==> src/rtl/cpu64_l2_line_seq_pkg.sv <==
// Shared constants and state encoding for the L2 line sequencer.
// Geometry: 256 sets x 16 ways x 8 words of 64 bits, 50-bit tags.
package cpu64_l2_line_seq_pkg;

  localparam int DATA_W = 64;
  localparam int TAG_W  = 50;
  localparam int IDX_W  = 8;
  localparam int WAY_W  = 4;
  localparam int BEATS  = 8;
  localparam int BEAT_W = 3;
  localparam int BE_W   = 8;

  localparam logic [BE_W-1:0]   FULL_BE   = 8'hFF;
  localparam logic [BEAT_W-1:0] LAST_BEAT = BEAT_W'(BEATS - 1);

  typedef enum logic [1:0] {
    ST_IDLE  = 2'd0,
    ST_EVICT = 2'd1,
    ST_FILL  = 2'd2
  } state_t;

endpackage

==> src/rtl/cpu64_l2_arb3.sv <==
// Combinational three-way fixed-priority arbiter (ev > fill > word) with a
// boost input that lets a pending word request jump the queue.
module cpu64_l2_arb3 (
  input  logic en,
  input  logic ev_req,
  input  logic fill_req,
  input  logic word_req,
  input  logic word_boost,
  output logic ev_gnt,
  output logic fill_gnt,
  output logic word_gnt
);

  always_comb begin
    // NOTE: every output gets a default before any branch, so no path can
    // leave a value unassigned and infer a latch.
    ev_gnt   = 1'b0;
    fill_gnt = 1'b0;
    word_gnt = 1'b0;
    if (en) begin
      if (word_boost && word_req) word_gnt = 1'b1;
      else if (ev_req)            ev_gnt   = 1'b1;
      else if (fill_req)          fill_gnt = 1'b1;
      else if (word_req)          word_gnt = 1'b1;
    end
  end

endmodule

==> src/rtl/cpu64_l2_line_seq.sv <==
// Sequencer in front of the L2 data/tag arrays: shares the single array port
// between core word accesses, victim eviction bursts and refill bursts.
module cpu64_l2_line_seq
  import cpu64_l2_line_seq_pkg::*;
(
  input  logic              clk_i,
  input  logic              rst_i,
  input  logic              word_req_i,
  input  logic              word_we_i,
  input  logic [IDX_W-1:0]  word_index_i,
  input  logic [2:0]        word_sel_i,
  input  logic [WAY_W-1:0]  word_way_i,
  input  logic [BE_W-1:0]   word_be_i,
  input  logic [DATA_W-1:0] word_wdata_i,
  output logic              word_gnt_o,
  output logic [DATA_W-1:0] word_rdata_o,
  input  logic              ev_req_i,
  input  logic [IDX_W-1:0]  ev_index_i,
  input  logic [WAY_W-1:0]  ev_way_i,
  output logic              ev_gnt_o,
  output logic              ev_valid_o,
  input  logic              ev_ready_i,
  output logic [DATA_W-1:0] ev_data_o,
  output logic [TAG_W-1:0]  ev_tag_o,
  output logic              ev_last_o,
  input  logic              fill_req_i,
  input  logic [IDX_W-1:0]  fill_index_i,
  input  logic [WAY_W-1:0]  fill_way_i,
  input  logic [TAG_W-1:0]  fill_tag_i,
  output logic              fill_gnt_o,
  input  logic              fill_valid_i,
  input  logic [DATA_W-1:0] fill_data_i,
  output logic              fill_ready_o,
  output logic              fill_done_o,
  output logic [IDX_W-1:0]  arr_index_o,
  output logic [2:0]        arr_word_sel_o,
  output logic [WAY_W-1:0]  arr_way_sel_o,
  output logic              arr_data_we_o,
  output logic              arr_tag_we_o,
  output logic [BE_W-1:0]   arr_be_o,
  output logic [TAG_W-1:0]  arr_tag_o,
  output logic [DATA_W-1:0] arr_wdata_o,
  input  logic [DATA_W-1:0] arr_rdata_i,
  input  logic [TAG_W-1:0]  arr_tag_i,
  output logic              busy_o
);

  state_t             state_q, state_d;
  logic [BEAT_W-1:0]  beat_q, beat_d;
  logic [IDX_W-1:0]   idx_q, idx_d;
  logic [WAY_W-1:0]   way_q, way_d;
  logic [TAG_W-1:0]   tag_q, tag_d;
  logic               word_prio_q, word_prio_d;
  logic               done_q, done_d;
  logic               arb_en, ev_gnt, fill_gnt, word_gnt;

  // Arbitration only happens in IDLE and is masked while reset is asserted.
  assign arb_en = (state_q == ST_IDLE) && !rst_i;

  cpu64_l2_arb3 u_arb (
    .en         (arb_en),
    .ev_req     (ev_req_i),
    .fill_req   (fill_req_i),
    .word_req   (word_req_i),
    .word_boost (word_prio_q),
    .ev_gnt     (ev_gnt),
    .fill_gnt   (fill_gnt),
    .word_gnt   (word_gnt)
  );

  assign word_gnt_o   = word_gnt;
  assign ev_gnt_o     = ev_gnt;
  assign fill_gnt_o   = fill_gnt;
  assign word_rdata_o = arr_rdata_i;
  assign ev_data_o    = arr_rdata_i;
  assign ev_tag_o     = arr_tag_i;
  assign fill_done_o  = done_q;
  assign busy_o       = (state_q != ST_IDLE);

  always_comb begin
    state_d        = state_q;
    beat_d         = beat_q;
    idx_d          = idx_q;
    way_d          = way_q;
    tag_d          = tag_q;
    word_prio_d    = word_prio_q;
    done_d         = 1'b0;
    arr_index_o    = word_index_i;
    arr_word_sel_o = word_sel_i;
    arr_way_sel_o  = word_way_i;
    arr_be_o       = word_be_i;
    arr_wdata_o    = word_wdata_i;
    arr_tag_o      = tag_q;
    arr_data_we_o  = 1'b0;
    arr_tag_we_o   = 1'b0;
    ev_valid_o     = 1'b0;
    ev_last_o      = 1'b0;
    fill_ready_o   = 1'b0;

    unique case (state_q)
      ST_IDLE: begin
        if (!word_req_i) word_prio_d = 1'b0;
        if (word_gnt) begin
          arr_data_we_o = word_we_i;
          word_prio_d   = 1'b0;
        end else if (ev_gnt) begin
          idx_d   = ev_index_i;
          way_d   = ev_way_i;
          beat_d  = '0;
          state_d = ST_EVICT;
        end else if (fill_gnt) begin
          idx_d   = fill_index_i;
          way_d   = fill_way_i;
          tag_d   = fill_tag_i;
          beat_d  = '0;
          state_d = ST_FILL;
        end
      end

      ST_EVICT: begin
        arr_index_o    = idx_q;
        arr_way_sel_o  = way_q;
        arr_word_sel_o = beat_q;
        ev_valid_o     = 1'b1;
        ev_last_o      = (beat_q == LAST_BEAT);
        if (ev_ready_i) begin
          beat_d = beat_q + 1'b1;
          if (beat_q == LAST_BEAT) begin
            state_d     = ST_IDLE;
            word_prio_d = 1'b1;
          end
        end
      end

      ST_FILL: begin
        arr_index_o    = idx_q;
        arr_way_sel_o  = way_q;
        arr_word_sel_o = beat_q;
        arr_be_o       = FULL_BE;
        arr_wdata_o    = fill_data_i;
        fill_ready_o   = 1'b1;
        if (fill_valid_i) begin
          arr_data_we_o = 1'b1;
          beat_d        = beat_q + 1'b1;
          // Tag goes in only with the last word so a cut-short fill never
          // leaves a valid-looking tag over partial data.
          if (beat_q == LAST_BEAT) begin
            arr_tag_we_o = 1'b1;
            state_d      = ST_IDLE;
            word_prio_d  = 1'b1;
            done_d       = 1'b1;
          end
        end
      end

      default: state_d = ST_IDLE;
    endcase
  end

  // NOTE: sequential state uses non-blocking assignments so every register
  // samples its pre-edge inputs regardless of evaluation order.
  always_ff @(posedge clk_i or posedge rst_i) begin
    if (rst_i) begin
      state_q     <= ST_IDLE;
      beat_q      <= '0;
      word_prio_q <= 1'b0;
      done_q      <= 1'b0;
    end else begin
      state_q     <= state_d;
      beat_q      <= beat_d;
      word_prio_q <= word_prio_d;
      done_q      <= done_d;
    end
  end

  // NOTE: the latched burst address/tag carries no reset; it is always
  // loaded on a grant before it is used, so a reset would only cost area.
  always_ff @(posedge clk_i) begin
    idx_q <= idx_d;
    way_q <= way_d;
    tag_q <= tag_d;
  end

endmodule

==> config.mk <==
export PLATFORM = sky130hd
export DESIGN_NAME = cpu64_l2_line_seq
export DESIGN_NICKNAME = d
export VERILOG_FILES = /design/src/rtl/cpu64_l2_line_seq_pkg.sv /design/src/rtl/cpu64_l2_arb3.sv /design/src/rtl/cpu64_l2_line_seq.sv
export SDC_FILE = /design/constraint.sdc
export NUM_CORES = 1
export LEC_CHECK = 0
export BUFFER_PORTS_ARGS = -buffer_cell sky130_fd_sc_hd__buf_4
export CAP_MARGIN = 20
export CORE_AREA = 10 10 255 257
export DETAILED_ROUTE_END_ITERATION = 10
export DIE_AREA = 0 0 265 267
export SYNTH_ARGS = -nofsm -noshare
export SYNTH_HDL_FRONTEND = slang
export SYNTH_SLANG_ARGS = --single-unit
export TNS_END_PERCENT = 10
==> constraint.sdc <==
create_clock -name clk_i -period 3 [get_ports clk_i]
set_input_delay 0.6 -clock clk_i [delete_from_list [all_inputs] [get_ports clk_i]]
set_output_delay 0.6 -clock clk_i [all_outputs]
set_load 0.05 [all_outputs]
### Yosys cells after proc, flatten, opt, wreduce, memory -nomap -nowiden

Cells that the tools add are included.

| word-level totals | value |
|---|---|
| register bits after elaboration | 69 |
| bits of input ports | 347 |
| output and inout port bits | 325 |
| logic and storage cells | 80 |

| operators by class | value |
|---|---|
| add/sub/neg operators | 1 |
| equality and inequality tests | 8 |
| multiplexer cells | 49 |
| bitwise gates (word level) | 2 |
| reduce and logical (&&, ||, !) cells | 13 |

Operator list:

| kind | number |
|---|---|
| two-way mux 64 bit | 1 |
| two-way mux 8 bit | 4 |
| two-way mux 1 bit | 25 |
| two-way mux 3 bit | 6 |
| two-way mux 2 bit | 6 |
| two-way mux 4 bit | 3 |
| AND reduction 4 bit | 3 |
| case mux 3 bit (3 select lines) | 1 |
| inequality test 2 bit (second input constant) | 3 |
| inequality test 3 bit (second input constant) | 2 |
| case mux 2 bit (3 select lines) | 1 |
| AND reduction 5 bit | 1 |
| nonzero test 2 bit | 2 |
| adder 3 x 1 -> 3 bit (second input constant) | 1 |
| == test 3 bit (second input constant) | 1 |
| case mux 1 bit (3 select lines) | 1 |
| AND reduction 3 bit | 1 |
| nonzero test 3 bit | 1 |
| == test 2 x 1 -> 1 bit (second input constant) | 1 |
| == test 2 bit (second input constant) | 1 |
| logical AND 1 bit | 2 |
| zero test 2 bit | 1 |
| NOT 1 bit | 2 |
| case mux 1 bit (2 select lines) | 1 |
| other kinds (2) | 2 |

### Logic depth before layout (Yosys ltp)

| logic depth | value |
|---|---|
| word-level depth | 8 |
| depth in mapped cells | 8 |
| mapped depth without buffers | 7 |

### Modules after synthesis

From an unflattened synthesis, not the netlist that was laid out.

| second synthesis, totals | value |
|---|---|
| cell total of the unflattened synthesis | 406 |
| area total of the unflattened synthesis | 4,855.9 sq um |

Modules (own cells, without submodules):

| module | instances | cells each | area an instance (sq um) | sequential area each (sq um) |
|---|---|---|---|---|
| cpu64_l2_line_seq | 1 | 401 | 4,822.1 | 2,037.0 |
| cpu64_l2_arb3 | 1 | 5 | 33.8 | 0.0 |

### Least setup slack after synthesis

Ideal clock, no wire load.

| path | value |
|---|---|
| path kind | flip-flop to output port |
| from | reg state_q[0] |
| to | out arr_data_we_o |
| data arrival time | 2.044 ns |
| data required time | 2.400 ns |
| slack | 0.356 ns |
| cell stages (with the launch flop) | 7 |
| path buffers | 0 |
| cell sequence | dfrtp_1 -> inv_1 -> ha_1 -> and2b_1 -> nand2_1 -> nor2_1 -> a22o_2 |

| between the ends | value |
|---|---|
| longest elaborated chain between the ends | 5 |
| elaborated cells on any way between the ends | 6 |
| classes of those cells | 1 x eq/ne; 3 x mux; 2 x reduce/logical |

RTL lines:

| item | RTL line | text |
|---|---|---|
| from (decl) | cpu64_l2_line_seq.sv:48 | `state_t state_q, state_d;` |
| from (signal assigned) | cpu64_l2_line_seq.sv:169 | `state_q <= state_d;` |
| zero test 2 bit | cpu64_l2_line_seq.sv:58 | `assign arb_en = (state_q == ST_IDLE) && !rst_i;` |
| logical AND 1 bit | cpu64_l2_line_seq.sv:58 |  |
| two-way mux 1 bit | cpu64_l2_arb3.sv:20 | `if (en) begin` |
| named net word_gnt_o | cpu64_l2_line_seq.sv:15 | `output logic word_gnt_o,` |
| two-way mux 1 bit | cpu64_l2_line_seq.sv:103 | `if (word_gnt) begin` |
| case mux 1 bit (2 select lines) | cpu64_l2_line_seq.sv:100 | `unique case (state_q)` |
| to (decl) | cpu64_l2_line_seq.sv:38 | `output logic arr_data_we_o,` |

The timed path passes the listed nets, and every way through them passes these cells.

### Final worst setup path

| path | value |
|---|---|
| from | reg state_q[0] |
| to | out arr_wdata_o[8] |

| between the ends | value |
|---|---|
| longest elaborated chain between the ends | 2 |

RTL lines:

| item | RTL line | text |
|---|---|---|
| == test 2 bit | cpu64_l2_line_seq.sv:100 |  |
| two-way mux 64 bit | cpu64_l2_line_seq.sv:100 |  |
| to (decl) | cpu64_l2_line_seq.sv:42 | `output logic [DATA_W-1:0] arr_wdata_o,` |

No other way between the ends.

==> results.py <==
metrics = {
    "timing": {
        "worstMarginPinSlew_ns": 0.5101,
        "period_needed_ns": 2.756,
        "max_slew_margin": 0.6599,
        "fmaxAchievable_mhz": 362.8,
        "tns_ns": 0,
        "hold_viol": 0,
        "final.period_utilization": 0.9188,
        "drv_slew": 0,
        "setup_viol": 0,
        "finClkSkew_ns": 0.005044,
        "rsz0062_at_grt": "false",
    },
    "yosys": {
        "synth_top_flop_cell": "edfxtp_1",
        "ys_types": 30,
        "synth_edf_count": 62,
        "netlist_instances": 428,
        "synth_top_cell_by_area": "edfxtp_1",
        "async_reset_ff_frac": 0.1014,
        "syn_avg_cell_area_um2": 11.41,
        "yosys_warnings": 0,
        "ys_ff_latch": 69,
        "seq_area_frac_synth": 0.4172,
        "synth_top_area_frac": 0.3813,
        "syn_area_mm2": 0.004882,
        "yosys-top-cells-area": "edfxtp_1 38%, buf_4 28%, mux2_2 18%, dfrtp_1 3.6%, nand2_1 3.0%",
        "syn_nets": 781,
    },
    "clock_tree": {
        "clock_path_buffers": 2,
        "cts_setup_buffers": 0,
        "path_clk_slew_ns": 0.06,
        "ctsResizeCount": 0,
        "cts_tree": "yes",
        "cts.sinks": 69,
        "ctsHoldBuffers": 0,
        "h-tree-depth": 3,
        "cts_root_buf": "clkbuf_16",
        "cts_buffers": 9,
        "insertion_delay_ns": 0.34,
    },
    "die": {
        "start_util": 0.08150,
        "die_x_um": 265,
        "die_h_um": 267,
        "coreArea_mm2": 0.05991,
        "dieArea_mm2": 0.07076,
        "io_pins": 672,
        "rows": 90,
    },
    "final_layout": {
        "final_common_cell": "buf_4",
        "layout_common_cells": "387 x buf_4, 79 x mux2_2, 62 x edfxtp_1",
        "areaGrowthSynthToFinish_pct": 58.05,
        "drive_gt1_frac": 0.7854,
        "layout.nets": 991,
        "layoutNonFillerInstCount": 1427,
        "fin_area_mm2": 0.007716,
    },
    "power": {
        "switchingPower_mw": 2.810,
        "cellLeakagePower_nw": 3.301,
        "power_density_mw_per_mm2": 769.3,
        "seqPwrFrac": 0.211,
        "p_sw_frac": 0.4734,
        "power_frac_clock": 0.179,
        "finalPower_mw": 5.936,
        "combPwrFrac": 0.610,
        "peakVddDrop_v": 0.0005951,
        "power_report.internal_total_mw": 3.126,
    },
    "detailed_routing": {
        "routed_wl_um": 22820,
        "dr.pass1.iters": 4,
        "drt-vias-per-instance": 2.722,
        "wl_per_cell_um": 15.99,
        "vias": 3884,
        "drtIter0Drc": 106,
        "ant_nets": 0,
        "drc": 0,
    },
    "placed_design": {
        "gp_congestion": 0.7929,
        "detailed_place_hpwl_um": 20070,
        "portBuffers": 379,
        "placed_cells": 1409,
        "dpl_cell_area_mm2": 0.007415,
    },
    "flow_run": {
        "maxCapViolations": 0,
    },
    "global_route": {
        "grt_pass1_wl_um": 31220,
        "antenna_found_initial": 2,
        "grt-ovfl-total": 0,
        "grt_usage": 0.06080,
        "grt_pass1_vias": 4516,
        "grt_max_degree": 32,
    },
    "worst_setup_path": {
        "required_ns": 2.40,
        "rr_worst_depth": 5,
        "cp-endpoint": "arr_wdata_o[8]",
        "start_kind": "flop",
        "timing.rr.end": "arr_tag_o[43]$_DFFE_PP_",
        "worstPathMaxFanout": 30,
        "r2r_slack_ns": 0.74,
        "worstPathArrival_ns": 2.16,
        "cp-startpoint": "state_q[0]$_DFFE_PP0P_",
        "crit_type": "flop to output port",
        "r2r_start": "state_q[0]$_DFFE_PP0P_",
        "cp-end-kind": "output port",
    },
    "outcome": {
        "outcome": "complete, no violations",
    },
    "min_path": {
        "hp-class": "input pin to async pin",
    },
}
metal layers:
layer,global-route usage,up-vias,part of all wire
met2,0.08625,422,0.41
li1,-,1695,-
met1,0.06495,1737,0.39
met4,0.02889,0,0.028
met5,0,-,0
met3,0.04721,30,0.17
flip-flops by register name (all words and copies together) (netlist names):
register	count
arr_tag_o	50
idx_q	8
way_q	4
beat_q	3
state_q	2
fill_done_o	1
word_prio_q	1
worst min-delay path by stage:
stage                          start                 endpoint  slack (ns)
2_1_floorplan                  rst_i    beat_q[0]$_DFFE_PP0P_        0.40
3_3_place_gp   beat_q[2]$_DFFE_PP0P_    beat_q[2]$_DFFE_PP0P_        0.57
3_5_place_dp   beat_q[2]$_DFFE_PP0P_    beat_q[2]$_DFFE_PP0P_        0.57
4_1_cts                        rst_i  word_prio_q$_DFFE_PP0P_        0.21
5_1_grt                        rst_i  word_prio_q$_DFFE_PP0P_        0.24
6_report                       rst_i  word_prio_q$_DFFE_PP0P_        0.23
cell usage after synthesis, types with 2 or more instances:
library cell and count:
buf_4 184, dfrtp_1 7, a31oi_1 2, mux2_2 79
and4b_1 2, nand2_1 39, nor2_1 4, buf_2 5
edfxtp_1 62, and3_2 3, or2_2 8, ha_1 6
inv_1 8, a22o_2 3
power by group through the flow:
stage	logic, mW	registers, mW	clock network [mW]
2_1_floorplan	2.92	1.37	0
3_3_place_gp	3.65	1.27	0
3_5_place_dp	3.67	1.27	0
4_1_cts	3.68	1.26	1.12
5_1_grt	3.81	1.27	1.15
6_report	3.62	1.25	1.06
per-stage QoR:
stage,setup WS [ns],hold slack (ns),utilization
after detailed placement,0.5563,0.5738,0.1238
after floorplan,0.3555,0.4034,-
after global routing,0.1052,0.2435,0.1288
after CTS,0.1757,0.2105,0.1287
after global placement,0.6073,0.5671,0.1238
final,0.2435,0.2280,0.1288
critical path: stages (launching register included):
cell and delay, ns:
dfrtp_1 0.40, inv_1 0.14, ha_4 0.41, buf_12 0.25, mux2_2 0.36, buf_4 0.19
cells by family (layout without fill, tap and decap cells):
family | count (synthesis) | in the layout | synth area share
other | 0 | 2 | 0
and+or+nand+nor | 61 | 61 | 0.05920
buffers and inverters | 199 | 414 | 0.2957
AOI/OAI and AO/OA | 12 | 12 | 0.02512
DFF | 69 | 69 | 0.4172
adders and majority gates | 6 | 6 | 0.01538
muxes | 81 | 81 | 0.1873
layout make-up:
class	instances	area (um2)
clock inverters	4	50.05
clock buffers	12	246.5
multi-input cells	160	1420
repair buffers	389	2945
well taps	782	978.4
fillers	6784	52190
inverters	9	33.78
diodes	2	5.005
flip-flops and latches	69	2037
No activity file was read; power rests on OpenSTA's default activity.
